**config.mk**
```make
export PLATFORM = sky130hd
export DESIGN_NAME = fu_result_packer
export DESIGN_NICKNAME = d
export VERILOG_FILES = /design/src/rtl/fu_pack_pkg.sv /design/src/rtl/fu_pack_fifo.sv /design/src/rtl/fu_result_packer.sv
export SDC_FILE = /design/constraint.sdc
export NUM_CORES = 1
export LEC_CHECK = 0
export BUFFER_PORTS_ARGS = -buffer_cell sky130_fd_sc_hd__buf_2
export CAP_MARGIN = 20
export CORE_MARGIN = 3
export CORE_UTILIZATION = 56
export DETAILED_ROUTE_END_ITERATION = 8
export PLACE_DENSITY = 0.73
export SYNTH_ARGS = -nofsm -noshare
export SYNTH_HDL_FRONTEND = slang
export SYNTH_SLANG_ARGS = --single-unit
```
**constraint.sdc**
```tcl
create_clock -name clk -period 3.4 [get_ports clk]
set_input_delay 0.68 -clock clk [delete_from_list [all_inputs] [get_ports clk]]
set_output_delay 0.68 -clock clk [all_outputs]
set_load 0.01 [all_outputs]
```
**src/rtl/fu_pack_pkg.sv**
```systemverilog
// rtl/fu_pack_pkg.sv - shared types and constants for the FU result packer
package fu_pack_pkg;
   localparam int          PACK_W        = 32;
   localparam logic [15:0] TRAILER_MAGIC = 16'hB5E0;
   localparam logic [15:0] PAD_DEFAULT   = 16'h0000;

   typedef enum logic [1:0] {
      EMPTY   = 2'd0,
      HALF    = 2'd1,
      TRAILER = 2'd2
   } pack_state_e;
endpackage

```
**src/rtl/fu_pack_fifo.sv**
```systemverilog
// rtl/fu_pack_fifo.sv - first-word-fall-through FIFO that drops pushes when full
// A push into a full FIFO still lands if a pop frees a slot in the same cycle.
module fu_pack_fifo #(
   parameter int WIDTH      = 32,
   parameter int DEPTH_LOG2 = 4
) (
   input  logic                  clk,
   input  logic                  rst,
   input  logic                  push_i,
   input  logic [WIDTH-1:0]      push_data_i,
   input  logic                  pop_i,
   output logic [WIDTH-1:0]      head_o,
   output logic [DEPTH_LOG2:0]   level_o,
   output logic                  empty_o,
   output logic                  drop_o
);
   localparam int DEPTH = 1 << DEPTH_LOG2;
   localparam int LW    = DEPTH_LOG2 + 1;

   logic [WIDTH-1:0]      mem_q [DEPTH];
   logic [DEPTH_LOG2-1:0] wr_ptr_q, rd_ptr_q;
   logic [DEPTH_LOG2:0]   level_q;
   logic                  full, do_push, do_pop;

   // level never exceeds DEPTH, so its top bit alone means full
   assign full    = level_q[DEPTH_LOG2];
   assign empty_o = (level_q == '0);
   assign do_pop  = pop_i & ~empty_o;
   assign do_push = push_i & (~full | do_pop);
   assign drop_o  = push_i & full & ~do_pop;
   assign head_o  = mem_q[rd_ptr_q];
   assign level_o = level_q;

   always_ff @(posedge clk or posedge rst) begin
      if (rst) begin
         wr_ptr_q <= '0;
         rd_ptr_q <= '0;
         level_q  <= '0;
      end else begin
         if (do_push) wr_ptr_q <= wr_ptr_q + 1'b1;
         if (do_pop)  rd_ptr_q <= rd_ptr_q + 1'b1;
         level_q <= level_q + LW'(do_push) - LW'(do_pop);
      end
   end

   always_ff @(posedge clk) begin
      if (do_push) mem_q[wr_ptr_q] <= push_data_i;
   end
endmodule

```
**src/rtl/fu_result_packer.sv**
```systemverilog
// rtl/fu_result_packer.sv - packs 16-bit FU result bursts into 32-bit host FIFO words
// Optional per-burst trailer word {B5E0, count}: define FU_PACK_TRAILER_EN.
module fu_result_packer
   import fu_pack_pkg::*;
#(
   parameter int          DEPTH_LOG2 = 4,
   parameter logic [15:0] PAD_VALUE  = PAD_DEFAULT
) (
   input  logic                  clk,
   input  logic                  rst,
   input  logic [15:0]           din,
   input  logic                  din_v,
   input  logic                  host_full,
   output logic [PACK_W-1:0]     dout,
   output logic                  dout_wr,
   output logic [DEPTH_LOG2:0]   level,
   output logic                  overflow
);
`ifdef FU_PACK_TRAILER_EN
   localparam pack_state_e END_STATE = TRAILER;
`else
   localparam pack_state_e END_STATE = EMPTY;
`endif

   pack_state_e       state_q, state_d;
   logic [15:0]       lo_q;
   logic              din_v_d1_q, burst_end;
   logic              push, lo_load;
   logic [PACK_W-1:0] push_data, fifo_head, dout_q;
   logic              fifo_empty, fifo_drop, overflow_q;

   assign burst_end = din_v_d1_q & ~din_v;

   always_ff @(posedge clk or posedge rst) begin
      if (rst) begin
         state_q    <= EMPTY;
         din_v_d1_q <= 1'b0;
         lo_q       <= '0;
         dout_q     <= '0;
         overflow_q <= 1'b0;
      end else begin
         state_q    <= state_d;
         din_v_d1_q <= din_v;
         if (lo_load) lo_q <= din;
         if (dout_wr) dout_q <= dout;
         overflow_q <= overflow_q | fifo_drop;
      end
   end

   always_comb begin
      state_d = state_q;
      case (state_q)
         EMPTY:   if (din_v) state_d = HALF;  else if (burst_end) state_d = END_STATE;
         HALF:    if (din_v) state_d = EMPTY; else if (burst_end) state_d = END_STATE;
`ifdef FU_PACK_TRAILER_EN
         TRAILER: state_d = din_v ? HALF : EMPTY;
`endif
         default: state_d = EMPTY;
      endcase
   end

`ifdef FU_PACK_TRAILER_EN
   logic [15:0] burst_cnt_q;

   // A word arriving in the trailer cycle already belongs to the next burst
   always_ff @(posedge clk or posedge rst) begin
      if (rst)                          burst_cnt_q <= '0;
      else if (state_q == TRAILER)      burst_cnt_q <= din_v ? 16'd1 : 16'd0;
      else if (din_v && burst_cnt_q != 16'hFFFF) burst_cnt_q <= burst_cnt_q + 16'd1;
   end
`endif

   always_comb begin
      push      = 1'b0;
      lo_load   = 1'b0;
      push_data = {PAD_VALUE, lo_q};
      case (state_q)
         EMPTY: lo_load = din_v;
         HALF: begin
            if (din_v) begin
               push      = 1'b1;
               push_data = {din, lo_q};
            end else if (burst_end) begin
               push = 1'b1;
            end
         end
`ifdef FU_PACK_TRAILER_EN
         TRAILER: begin
            push      = 1'b1;
            push_data = {TRAILER_MAGIC, burst_cnt_q};
            lo_load   = din_v;
         end
`endif
         default: ;
      endcase
   end

   fu_pack_fifo #(
      .WIDTH      (PACK_W),
      .DEPTH_LOG2 (DEPTH_LOG2)
   ) u_fifo (
      .clk         (clk),
      .rst         (rst),
      .push_i      (push),
      .push_data_i (push_data),
      .pop_i       (dout_wr),
      .head_o      (fifo_head),
      .level_o     (level),
      .empty_o     (fifo_empty),
      .drop_o      (fifo_drop)
   );

   assign dout_wr  = ~fifo_empty & ~host_full;
   assign dout     = dout_wr ? fifo_head : dout_q;
   assign overflow = overflow_q;
endmodule

```
# ---- After elaboration in Yosys (flattened, before gate mapping)
# Memories as Yosys holds them, arrays and structs flattened.
# Cells that the tools add are included.
dict set report totals {
  ramBits 512
  mem_count 1
  in_bits 20
  output_inout_bits 39
  regBits 65
}
dict set report op_classes {
  reduce_logical 2
  n_mux 13
  add_sub_neg 4
  eq_ne 1
  bitwise_logic 13
}
# name depth width rd rd_clocked_by_memory_dff wr line_no
set mem_list {}
lappend mem_list {u_fifo.mem_q 16 32 1 0 1 fu_pack_fifo.sv:20} ;# logic [WIDTH-1:0] mem_q [DEPTH];
# operator n
set ops {}
lappend ops {{$mux 32} 3}
lappend ops {{$add 4x1->4 const B} 2}
lappend ops {{$and 1x1->1} 6}
lappend ops {{$mux 1} 6}
lappend ops {{$mux 2} 3}
lappend ops {{$add 5x1->5} 1}
lappend ops {{$logic_not 5->1} 1}
lappend ops {{$not 1->1} 5}
lappend ops {{$sub 5x1->5} 1}
lappend ops {{$pmux 2 s2} 1}
lappend ops {{$eq 2x1->1 const B} 1}
lappend ops {{$logic_not 2->1} 1}
lappend ops {{$or 1x1->1} 2}

# ---- Depth between registers and ports, before layout
# Gate-level depths: netlist of the first run.
dict set report depth {
  word_depth 8
  ltp_mapped 14
  ltp_nobuf 11
}

# ---- Modules after synthesis
# Synthesis of the first run repeated with hierarchy kept, for this count alone.
dict set report hier_totals {
  cells_unflattened 1045
  area_unflattened_um2 22410.2
}
# module seq_area_each_um2 area_each_um2 instances cells_each
set by_module_without_submodules {}
lappend by_module_without_submodules {fu_pack_fifo 15700.1 19966.6 1 877}
lappend by_module_without_submodules {fu_result_packer 1301.2 2443.6 1 168}

# ---- Worst setup path before layout of the first run
# No wires, ideal clock.
dict set report synth_timing {
  path_type {in2reg}
  from {input port din_v}
  to {memory u_fifo.mem_q[3][0], enable pin}
  setup_ns 0.461
  n_path_buf 1
  arrival_ns 3.429
  path_stages 4
  slack_ns -0.490
  cell_sequence {or2_2 clkbuf_1 nand4_1 nor3_1}
}
dict set report synth_via {
  elab_chain_cells 8
}
# item line_no
set synth_rtl {}
lappend synth_rtl {{from (decl)} fu_result_packer.sv:12} ;# input logic din_v,
lappend synth_rtl {{$not 1->1} fu_result_packer.sv:32} ;# assign burst_end = din_v_d1_q & ~din_v;
lappend synth_rtl {{$and 1x1->1} fu_result_packer.sv:32}
lappend synth_rtl {{$mux 1} fu_result_packer.sv:83} ;# end else if (burst_end) begin
lappend synth_rtl {{$mux 1 (*)} fu_result_packer.sv:80} ;# if (din_v) begin
lappend synth_rtl {{$mux 1 (*)} fu_result_packer.sv:77} ;# case (state_q)
lappend synth_rtl {{$and 1x1->1 (*)} fu_pack_fifo.sv:29} ;# assign do_push = push_i & (~full | do_pop);
lappend synth_rtl {{$mux 1 (*)} fu_pack_fifo.sv:47} ;# if (do_push) mem_q[wr_ptr_q] <= push_data_i;
lappend synth_rtl {{$mux 1 (not written as such) (*)} fu_pack_fifo.sv:47}
lappend synth_rtl {{to (decl)} fu_pack_fifo.sv:20}
# Mark *: on every way between the ends. The rest lies on a longest branch, timed or not.

# ---- Final worst setup path of the first run
dict set report layout_timing {
  from {register u_fifo.rd_ptr_q[1]}
  to {output port dout[1]}
}
dict set report layout_via {
  elab_chain_cells 2
}
# item line_no
set layout_rtl {}
lappend layout_rtl {{from (decl)} fu_pack_fifo.sv:21} ;# logic [DEPTH_LOG2-1:0] wr_ptr_q, rd_ptr_q;
lappend layout_rtl {{from (signal assigned)} fu_pack_fifo.sv:41} ;# if (do_pop) rd_ptr_q <= rd_ptr_q + 1'b1;
lappend layout_rtl {{$mem_v2 16x32} -}
lappend layout_rtl {{$mux 32} fu_result_packer.sv:114} ;# assign dout = dout_wr ? fifo_head : dout_q;
lappend layout_rtl {{to (decl)} fu_result_packer.sv:14} ;# output logic [PACK_W-1:0] dout,
# No other way between the ends.

==> results of run 1 <==
[through the flow]
| stage | std cells | setup slack (ns) | instance area (um2) | total power [mW] | TNS [ns] |
|---|---|---|---|---|---|
| after floorplan | 1049 | 0.3600 | 22550 | 12.78 | 0 |
| after global placement | 1596 | 0.2565 | 23780 | 14.40 | 0 |
| after detailed placement | 1596 | 0.1641 | 23780 | 14.51 | 0 |
| after CTS | 1704 | -0.03290 | 25740 | 20.95 | -0.04650 |
| after global routing | 1714 | -0.005509 | 26000 | 22.01 | -0.01367 |
| final | 1714 | 0.08387 | 26000 | 21.12 | 0 |
[cells by family after synthesis]
| family | Yosys count | share of synthesized area [%] |
|---|---|---|
| adder cells (fa/ha/maj) | 12 | 0.6996 |
| AO/OA/AOI/OAI | 133 | 5.075 |
| XOR/XNOR | 10 | 0.3887 |
| flip-flops | 577 | 75.45 |
| multiplexers | 179 | 15.16 |
| other | 1 | 0.01664 |
| AND/OR/NAND/NOR | 56 | 1.394 |
| buffers and inverters | 81 | 1.816 |
[cells in the mapped netlist, types with 14 or more instances]
cell type	count	area, um2
a21oi_1	34	170.2
a221oi_1	34	297.8
a221oi_2	30	450.4
and3_1	19	118.9
buf_2	20	100.1
clkbuf_1	33	123.9
dfrtp_1	65	1627
edfxtp_1	512	15370
mux2_2	18	202.7
mux2i_1	33	330.3
mux4_2	128	2883
nor2_1	14	52.55
o22ai_1	32	200.2
[flip-flops by register name, summed over array words and instances, names as in the netlist]
| name | flops |
|---|---|
| u_fifo.rd_ptr_q | 4 |
| dout_q | 32 |
| state_q | 2 |
| u_fifo.wr_ptr_q | 4 |
| lo_q | 16 |
| overflow | 1 |
| din_v_d1_q | 1 |
| u_fifo.level_o | 5 |
| u_fifo.mem_q | 512 |
[power by group]
part / total, mW / internal [mW] / switching, mW
logic: 6.14 / 2.88 / 3.27
registers: 8.70 / 8.23 / 0.466
clock network: 6.28 / 3.70 / 2.58
total: 21.1 / 14.8 / 6.31
[critical path, cell delays in order (launching register included)]
cell,delay (ns)
dfrtp_4,0.54
buf_4,0.19
buf_12,0.16
mux4_2,0.54
o22ai_1,0.36
a221oi_2,0.09
buf_2,0.16
[cell usage in the layout (no fill, tap or decap), drive strengths merged, types with 14 or more instances in the layout]
cell and count:
a21oi 34, and3 22, mux2i 33, edfxtp 512, clkbuf 74, mux2 18, a221oi 64, dfrtp 65
clkinv 19, mux4 128, nor2 14, buf 109, o22ai 32
[per-layer routing]
layer	track usage (%)	part of all wire, %	vias up
li1	-	-	4664
met1	36.10	40	6089
met5	0	0.11	-
met3	5.034	8.5	100
met2	39.05	49	553
met4	7.636	2.7	2
[how the worst max path moves through the flow]
stage	startpoint	end	cells past startpoint
after global placement	u_fifo.level_o[3]	dout[16]	6
final	u_fifo.rd_ptr_q[1]	dout[1]	6
after floorplan	din_v	u_fifo.mem_q[15][0]	4
after global routing	u_fifo.rd_ptr_q[1]	dout[24]	5
after CTS	u_fifo.rd_ptr_q[1]	dout[12]	5
after detailed placement	u_fifo.level_o[3]	dout[16]	6
[area by class of cell]
cell class	instances	area (um2)	area share, %
Multi-Input combinational cell	394	5463	21.01
Clock inverter	31	375.4	1.443
Timing Repair Buffer	112	974.7	3.748
Sequential cell	577	17010	65.43
Inverter	11	42.54	0.1636
Tap cell	518	648.1	2.492
Clock buffer	71	1486	5.716
[timing repair]
item / in CTS / in global routing
hold buffers: 0 / 0
buffers inserted: 5 / 5
endpoints found under the setup margin: 33 / 31
pin swaps: 1 / 2
cloned: 1 / 5
gates resized for setup: 12 / 22
==> impl_metrics.toml, run 1 <==
[route]
ant_nets = 0
vias = 11408
drc = 0
wl_per_cell_um = 31.07
vias_per_cell = 6.656
first_pass_iters = 5
drt_iter0_markers = 1429
wl_um = 53260

[layout]
syn2layout_area_growth_pct = 15.40
fill_cells = 2428
n_antenna_cell = 0
postLayoutCoreUtil_pct = 66.36
layout.nets = 1183
drive_above_1_share_pct = 35.70

[sta]
clock.fmax_mhz = 301.6
worst_pin_slew_ns = 1.122
holdWs_ns = 0.2273
finClkSkew_ns = 0.02015
relSlewSlack_pct = 25.22
rsz0062_at_grt = "true"
period_needed_ns = 3.316
slew_viol_final = 0
hold_viol = 0
post-route-period-util_pct = 97.53
finalSetupViolCount = 0

[synthesis]
synth_nets = 1081
ys_async_sr_fraction_pct = 11.27
netlist_area_um2 = 22530
yosys.cell_types.count = 37
yosysWarnings = 0
ys.flop_type = "edfxtp_1"
yosys_register_bits = 577
syn_inst = 1049
synth_edf_count = 512
synth_area_per_cell_um2 = 21.48
synth-seq-area-share_pct = 75.45

[floorplanning]
initial_core_util_pct = 57.50
die_area_um2 = 42680
die_h_um = 206.6
fp-row-count = 72
ioPinCount = 59
die_w_um = 206.6
core_region_area_um2 = 39190

[clocking]
clkLatencyLatePin_ns = 0.60
ctsRootBufferMaster = "clkbuf_16"
cts_tree = "built"
htree_levels = 2
clk_pin_slew_ns = 0.06
cts_buffers = 55
clockBufferDepth = 3
cts_sinks = 577

[setup_path]
reg2regPathDepth = 11
worstPathMaxFanout = 10
crit_arrival_ns = 2.64
r2r-start = "u_fifo.level_o[2]"
r2r_setup_slack_ns = 0.62
crit_required_ns = 2.72
r2r-end = "u_fifo.level_o[4]"
end_kind = "output pin"
critPathKind = "register to output pin"
start_kind = "register"

[place]
dp_hpwl_um = 27980
port_buffers = 58
place.gp.congestion = 0.7578

[global_routing]
grt_pass1_vias = 11464
grt_max_degree = 68
grt_remaining_overflow = 0
antenna_found_initial = 3
grt_pass1_wl_um = 75790
grt_usage_pct = 24.86

[run]
maxCapViolCount = 0

[worst_hold_path]
hold_class = "input port to async pin"

[power]
power_density_nw_per_um2 = 812.2
p_leak_nw = 8.666
ir_drop_mv = 0.5223

[outcome]
status = "completed"
Note: power is estimated with default switching activity, not from simulation.
==> inputs of run 2 (changes only) <==
Settings changed: ABC_AREA from default to 1, PLACE_DENSITY 0.73 to 0.72.
==> impl_metrics.toml, run 2 <==
[power]
power_mw = 21.92
combPwrFrac_pct = 33.2
power_density_nw_per_um2 = 827.1
seqPwrFrac_pct = 39.0
clockPowerShare_pct = 27.8
p_leak_nw = 10.42
intPower_mw = 14.03
switchingPower_mw = 7.890
ir_drop_mv = 0.6960
switching_share_pct = 35.99

[sta]
hold_viol = 0
rsz0062_at_grt = "true"
worst_pin_slew_ns = 1.006
slew_viol_final = 0
period_needed_ns = 3.290
finalSetupViolCount = 0
post-route-period-util_pct = 96.75
finClkSkew_ns = 0.01411
setup_ws_ns = 0.1104
clock.fmax_mhz = 304.0
relSlewSlack_pct = 32.95

[route]
ant_nets = 0
wl_um = 58790
first_pass_iters = 7
vias_per_cell = 5.836
drc = 1
vias = 15634
drt_iter0_markers = 1827
wl_per_cell_um = 21.95

[floorplanning]
core_region_area_um2 = 41200
die_h_um = 210.9
initial_core_util_pct = 57.08
fp-row-count = 74
die_area_um2 = 44490
ioPinCount = 59
die_w_um = 210.9

[setup_path]
critPathLaunch = "u_fifo.rd_ptr_q[0]"
worst_path_dominant_cell_family = "simple AND/OR/NAND/NOR gates"
worstPathMaxFanout = 122
crit_path_max_incr_delay_ns = 0.49
crit_required_ns = 2.72
crit_arrival_ns = 2.61
crit_top_cell = "nand2_1"
critPathKind = "register to output pin"
r2r-start = "u_fifo.level_o[2]"
end_kind = "output pin"
crit_slowest_cell = "dfrtp_4"
cp_num_buf_inv = 2
path_cells = "buf_12 > nand2_1 > nand3_1 > nand3_1 > nand2_1 > nand2_1 > nand2_1 > nand2_1 > nand2_1 > buf_2"
start_kind = "register"

[global_routing]
grt_max_degree = 137
grt_usage_pct = 26.55
antenna_found_initial = 0
grt_remaining_overflow = 0
grt_pass1_wl_um = 89090
grt_pass1_vias = 15308

[synthesis]
ys_async_sr_fraction_pct = 11.27
yosys.cell_types.count = 27
synth_nets = 2070
ys.flop_type = "edfxtp_1"
synthTopCellsByArea = "edfxtp_1, nand2_1, nand3_1"
syn_inst = 2038
synth_area_per_cell_um2 = 11.54
yosysTopAreaCell = "edfxtp_1"
yosysWarnings = 0
yosysTopAreaCellShare_pct = 65.37
synth-seq-area-share_pct = 72.29
synth.most_common_cell = "nand2_1"
synth_edf_count = 512
synth_common_cells = "nand2_1, edfxtp_1, nand3_1, dfrtp_1, buf_2"
yosys_register_bits = 577
netlist_area_um2 = 23520

[clocking]
cts_buffers = 57
cts_hold_buffers = 0
cts_sinks = 577
post_cts_buffers = 0
clkLatencyLatePin_ns = 0.61
htree_levels = 2
ctsRootBufferMaster = "clkbuf_16"
cts_tree = "built"
clk_pin_slew_ns = 0.06
clockBufferDepth = 3

[run]
maxCapViolCount = 0

[layout]
final_cell_mix = "nand2_1, edfxtp_1, nand3_1"
layout.nets = 2132
postLayoutCoreUtil_pct = 64.32
final_area_um2 = 26500
top_register = "u_fifo.mem_q"
drive_above_1_share_pct = 10.90
n_antenna_cell = 0
reg.largest.list = "u_fifo.mem_q (512), dout_q (32), lo_q (16)"
syn2layout_area_growth_pct = 12.69
final_common_cell = "nand2_1"
largest_register_ffs = 512

[worst_hold_path]
hold_class = "input port to async pin"

[place]
postPlaceCellArea_um2 = 24580
port_buffers = 58
dp_hpwl_um = 30240
dp_slack_ns = 0.6263
place.gp.congestion = 0.7998

[outcome]
violations = "design-rule violations"
status = "finished, violations left"
## run 2: cell types whose count changed in the layout (fill, tap and decap cells not counted), moves of 10 or more
cell and delta:
nand2_1 +828, nand3_1 +384, mux4_2 -128, a221oi_2 -35
a21oi_1 -30, mux2i_1 -30, a221oi_1 -27, nor2_1 +23
inv_1 +22, o22ai_1 -22, and3_1 -18, mux2_2 -18
o21ai_0 +18, o22ai_2 -10
## run 2: what timing repair did
| action | CTS | global route |
|---|---|---|
| endpoints found under the setup margin | 2 | 17 |
| gates resized for setup | 3 | 6 |
| cloned | 0 | 2 |
## run 2: kinds of logic after synthesis
| group | after synthesis | synth area share (%) |
|---|---|---|
| compound gates | 23 | 0.5320 |
| xor+xnor | 10 | 0.3724 |
| fa+ha+maj | 12 | 0.6703 |
| buf+inv | 155 | 3.942 |
| flops | 577 | 72.29 |
| other cells | 1 | 0.01594 |
| simple gates | 1260 | 22.18 |
## run 2: power groups by stage
| stage | registers (mW) | logic [mW] | clock network (mW) |
|---|---|---|---|
| after CTS | 8.54 | 7.15 | 6.17 |
| after global routing | 8.59 | 8.11 | 6.46 |
| after floorplan | 8.56 | 5.24 | 0 |
| after detailed placement | 8.68 | 7.07 | 0 |
| final | 8.54 | 7.28 | 6.09 |
| after global placement | 8.66 | 6.93 | 0 |
## run 2: layer usage
layer	part of all wire, %	track usage [%]
met1	39	36.37
met2	49	43.17
met3	8.8	3.847
met4	3.8	11.52
met5	0	0
## run 2: worst paths after layout
kind / slack [ns] / depth (start not counted) / end
worst max-delay path: 0.11 / 10 / dout[21]
worst min-delay path: 0.16 / 3 / dout_q[9]
worst max register to register: 0.73 / 12 / u_fifo.level_o[4]
worst min register to register: 0.47 / 2 / dout_q[5]
max in group asynchronous: 2.87 / 3 / u_fifo.rd_ptr_q[1]
min in group clk: 0.28 / 1 / din_v_d1_q
## run 2: area by class of cell
class | count | area (um2)
inverters | 38 | 156.4
flip-flops and latches | 577 | 17010
repair buffers | 120 | 1125
multi-input cells | 1306 | 5713
clock buffers | 91 | 1727
well taps | 532 | 665.6
fillers | 3043 | 14700
clock inverters | 15 | 105.1
## run 2: per-stage QoR
stage                     cells  setup TNS, ns  hold slack, ns
after floorplan            2038              0          0.4303
after global placement     2571              0          0.4410
after detailed placement   2571              0          0.4568
after CTS                  2677              0          0.1577
after global routing       2679       -0.01249          0.1750
final                      2679              0          0.1575
## run 2: worst register-to-register path: cells and delay by family, from the launching register on
| kind | cells | cell delay [ns] |
|---|---|---|
| adders and majority gates | 4 | 1.05 |
| buffers and inverters | 3 | 0.39 |
| AOI/OAI and AO/OA | 2 | 0.39 |
| DFF | 1 | 0.38 |
| and+or+nand+nor | 2 | 0.20 |
| xor gates and xnor gates | 1 | 0.17 |
==> inputs of run 3 (changes only) <==
==> constraint.sdc (replaced) <==
create_clock -name clk -period 3.4 [get_ports clk]
set_input_delay 0.17 -clock clk [delete_from_list [all_inputs] [get_ports clk]]
set_output_delay 0.17 -clock clk [all_outputs]
set_load 0.01 [all_outputs]
==> impl_metrics.toml, run 3 (synthesis gave the netlist of run 2 again) <==
[route]
first_pass_iters = 6
wl_um = 58080
wl_per_cell_um = 21.63
ant_nets = 0
vias = 15549
drt_iter0_markers = 1564
vias_per_cell = 5.791
drc = 0

[global_routing]
grt_max_degree = 136
grt_usage_pct = 26.55
grt_remaining_overflow = 0
grt_pass1_vias = 15256
antenna_found_initial = 0
grt_pass1_wl_um = 89550

[layout]
instances_no_fill = 2685
layout.nets = 2139
syn2layout_area_growth_pct = 12.13
largest_register_ffs = 512
final_cell_mix = "nand2_1, edfxtp_1, nand3_1"
top_register = "u_fifo.mem_q"
drive_above_1_share_pct = 10.08
final_common_cell = "nand2_1"
reg.largest.list = "u_fifo.mem_q (512), dout_q (32), lo_q (16)"
fill_cells = 3046
n_antenna_cell = 0

[floorplanning]
die_h_um = 210.9
ioPinCount = 59
die_area_um2 = 44490
initial_core_util_pct = 57.08
core_region_area_um2 = 41200
fp-row-count = 74
die_w_um = 210.9

[sta]
relSlewSlack_pct = 24.23
setup_total_negative_slack_ns = 0
slew_viol_final = 0
rsz0062_at_grt = "false"
period_needed_ns = 3.078
finalSetupViolCount = 0
worst_pin_slew_ns = 1.132
clock.fmax_mhz = 324.9
post-route-period-util_pct = 90.53
hold_viol = 0
finClkSkew_ns = 0.02549

[run]
maxCapViolCount = 0

[setup_path]
crit_arrival_ns = 2.91
start_kind = "register"
worstPathMaxFanout = 41
crit_required_ns = 3.23
reg2regPathDepth = 8
critPathKind = "register to output pin"
end_kind = "output pin"

[outcome]
status = "completed"

[worst_hold_path]
hold_class = "input port to async pin"

[clocking]
clockBufferDepth = 3
clk_pin_slew_ns = 0.06
cts_sinks = 577
post_cts_resized = 0
cts_buffers = 55
clkLatencyLatePin_ns = 0.62
ctsRootBufferMaster = "clkbuf_16"
cts_tree = "built"
htree_levels = 2
post_cts_buffers = 0

[place]
dp_cells = 2562
port_buffers = 58
dp_hpwl_um = 32230
place.gp.congestion = 0.8172

[power]
power_mw = 21.82
p_leak_nw = 10.36
ir_drop_mv = 0.7324
power_density_nw_per_um2 = 827.5
-- run 3: changes by cell type in the layout (fill, tap and decap cells not counted), moves of 2 or more --
| cell | change |
|---|---|
| buf_16 | -2 |
| buf_12 | -10 |
| clkinv_1 | +4 |
| clkbuf_8 | -8 |
| dlygate4sd3_1 | +19 |
| clkbuf_16 | -6 |
| bufinv_16 | +4 |
| buf_4 | +7 |
| buf_6 | -3 |
-- run 3: power by group --
| part | leakage (nW) | switching [mW] | internal (mW) |
|---|---|---|---|
| combinational | 4.11 | 4.96 | 2.16 |
| clock | 0.873 | 2.60 | 3.49 |
| sequential | 5.38 | 0.409 | 8.21 |
-- run 3: final timing paths --
kind	startpoint	to	slack (ns)
max in group asynchronous	rst	u_fifo.rd_ptr_q[3]	2.12
setup reg to reg	state_q[0]	u_fifo.mem_q[6][27]	0.83
hold / removal	rst	dout_q[16]	0.28
min in group clk	din_v	din_v_d1_q	0.36
hold reg to reg	dout_q[2]	dout_q[2]	0.47
setup / recovery	u_fifo.rd_ptr_q[2]	dout[13]	0.32
-- run 3: stage by stage --
step	instance area (um2)	hold WS, ns	setup WS [ns]	utilization [%]
3_3_place_gp	24350	0.3288	0.9716	59.10
2_1_floorplan	23520	0.2014	0.5528	-
6_report	26370	0.2756	0.3220	64.01
3_5_place_dp	24350	0.3440	0.8891	59.10
5_1_grt	26370	0.3585	0.2201	64.01
4_1_cts	26350	0.2958	0.3489	63.94
-- run 3: area by class of cell --
cell class / count / area [um2] / area share, %
sequential: 577 / 17010 / 64.50
timing repair buffer: 129 / 1028 / 3.900
multi-input combinational: 1306 / 5710 / 21.65
inverter: 38 / 151.4 / 0.5741
clock buffer: 78 / 1513 / 5.736
clock inverter: 25 / 292.8 / 1.110
tap: 532 / 665.6 / 2.524
-- run 3: repair_timing --
item | CTS | global route
endpoints found under the hold margin | 62 | 0
setup endpoints to repair | 0 | 0
hold buffers | 19 | 0
-- run 3: per-layer routing --
layer	GRT usage (%)	vias up	share of wire, %
met3	4.664	126	8.2
met5	0	-	0
met2	43.75	720	49
li1	-	7110	-
met4	8.984	0	3.1
met1	36.41	7593	40
-- run 3: critical path, cell delays in order, from the launching register on --
cell and delay (ns):
dfrtp_2 0.82, buf_4 0.61, nand3_1 0.18, nand2_1 0.11
nand2_1 0.06, nand2_1 0.10, nand2_1 0.07, nand2_1 0.15
buf_2 0.16
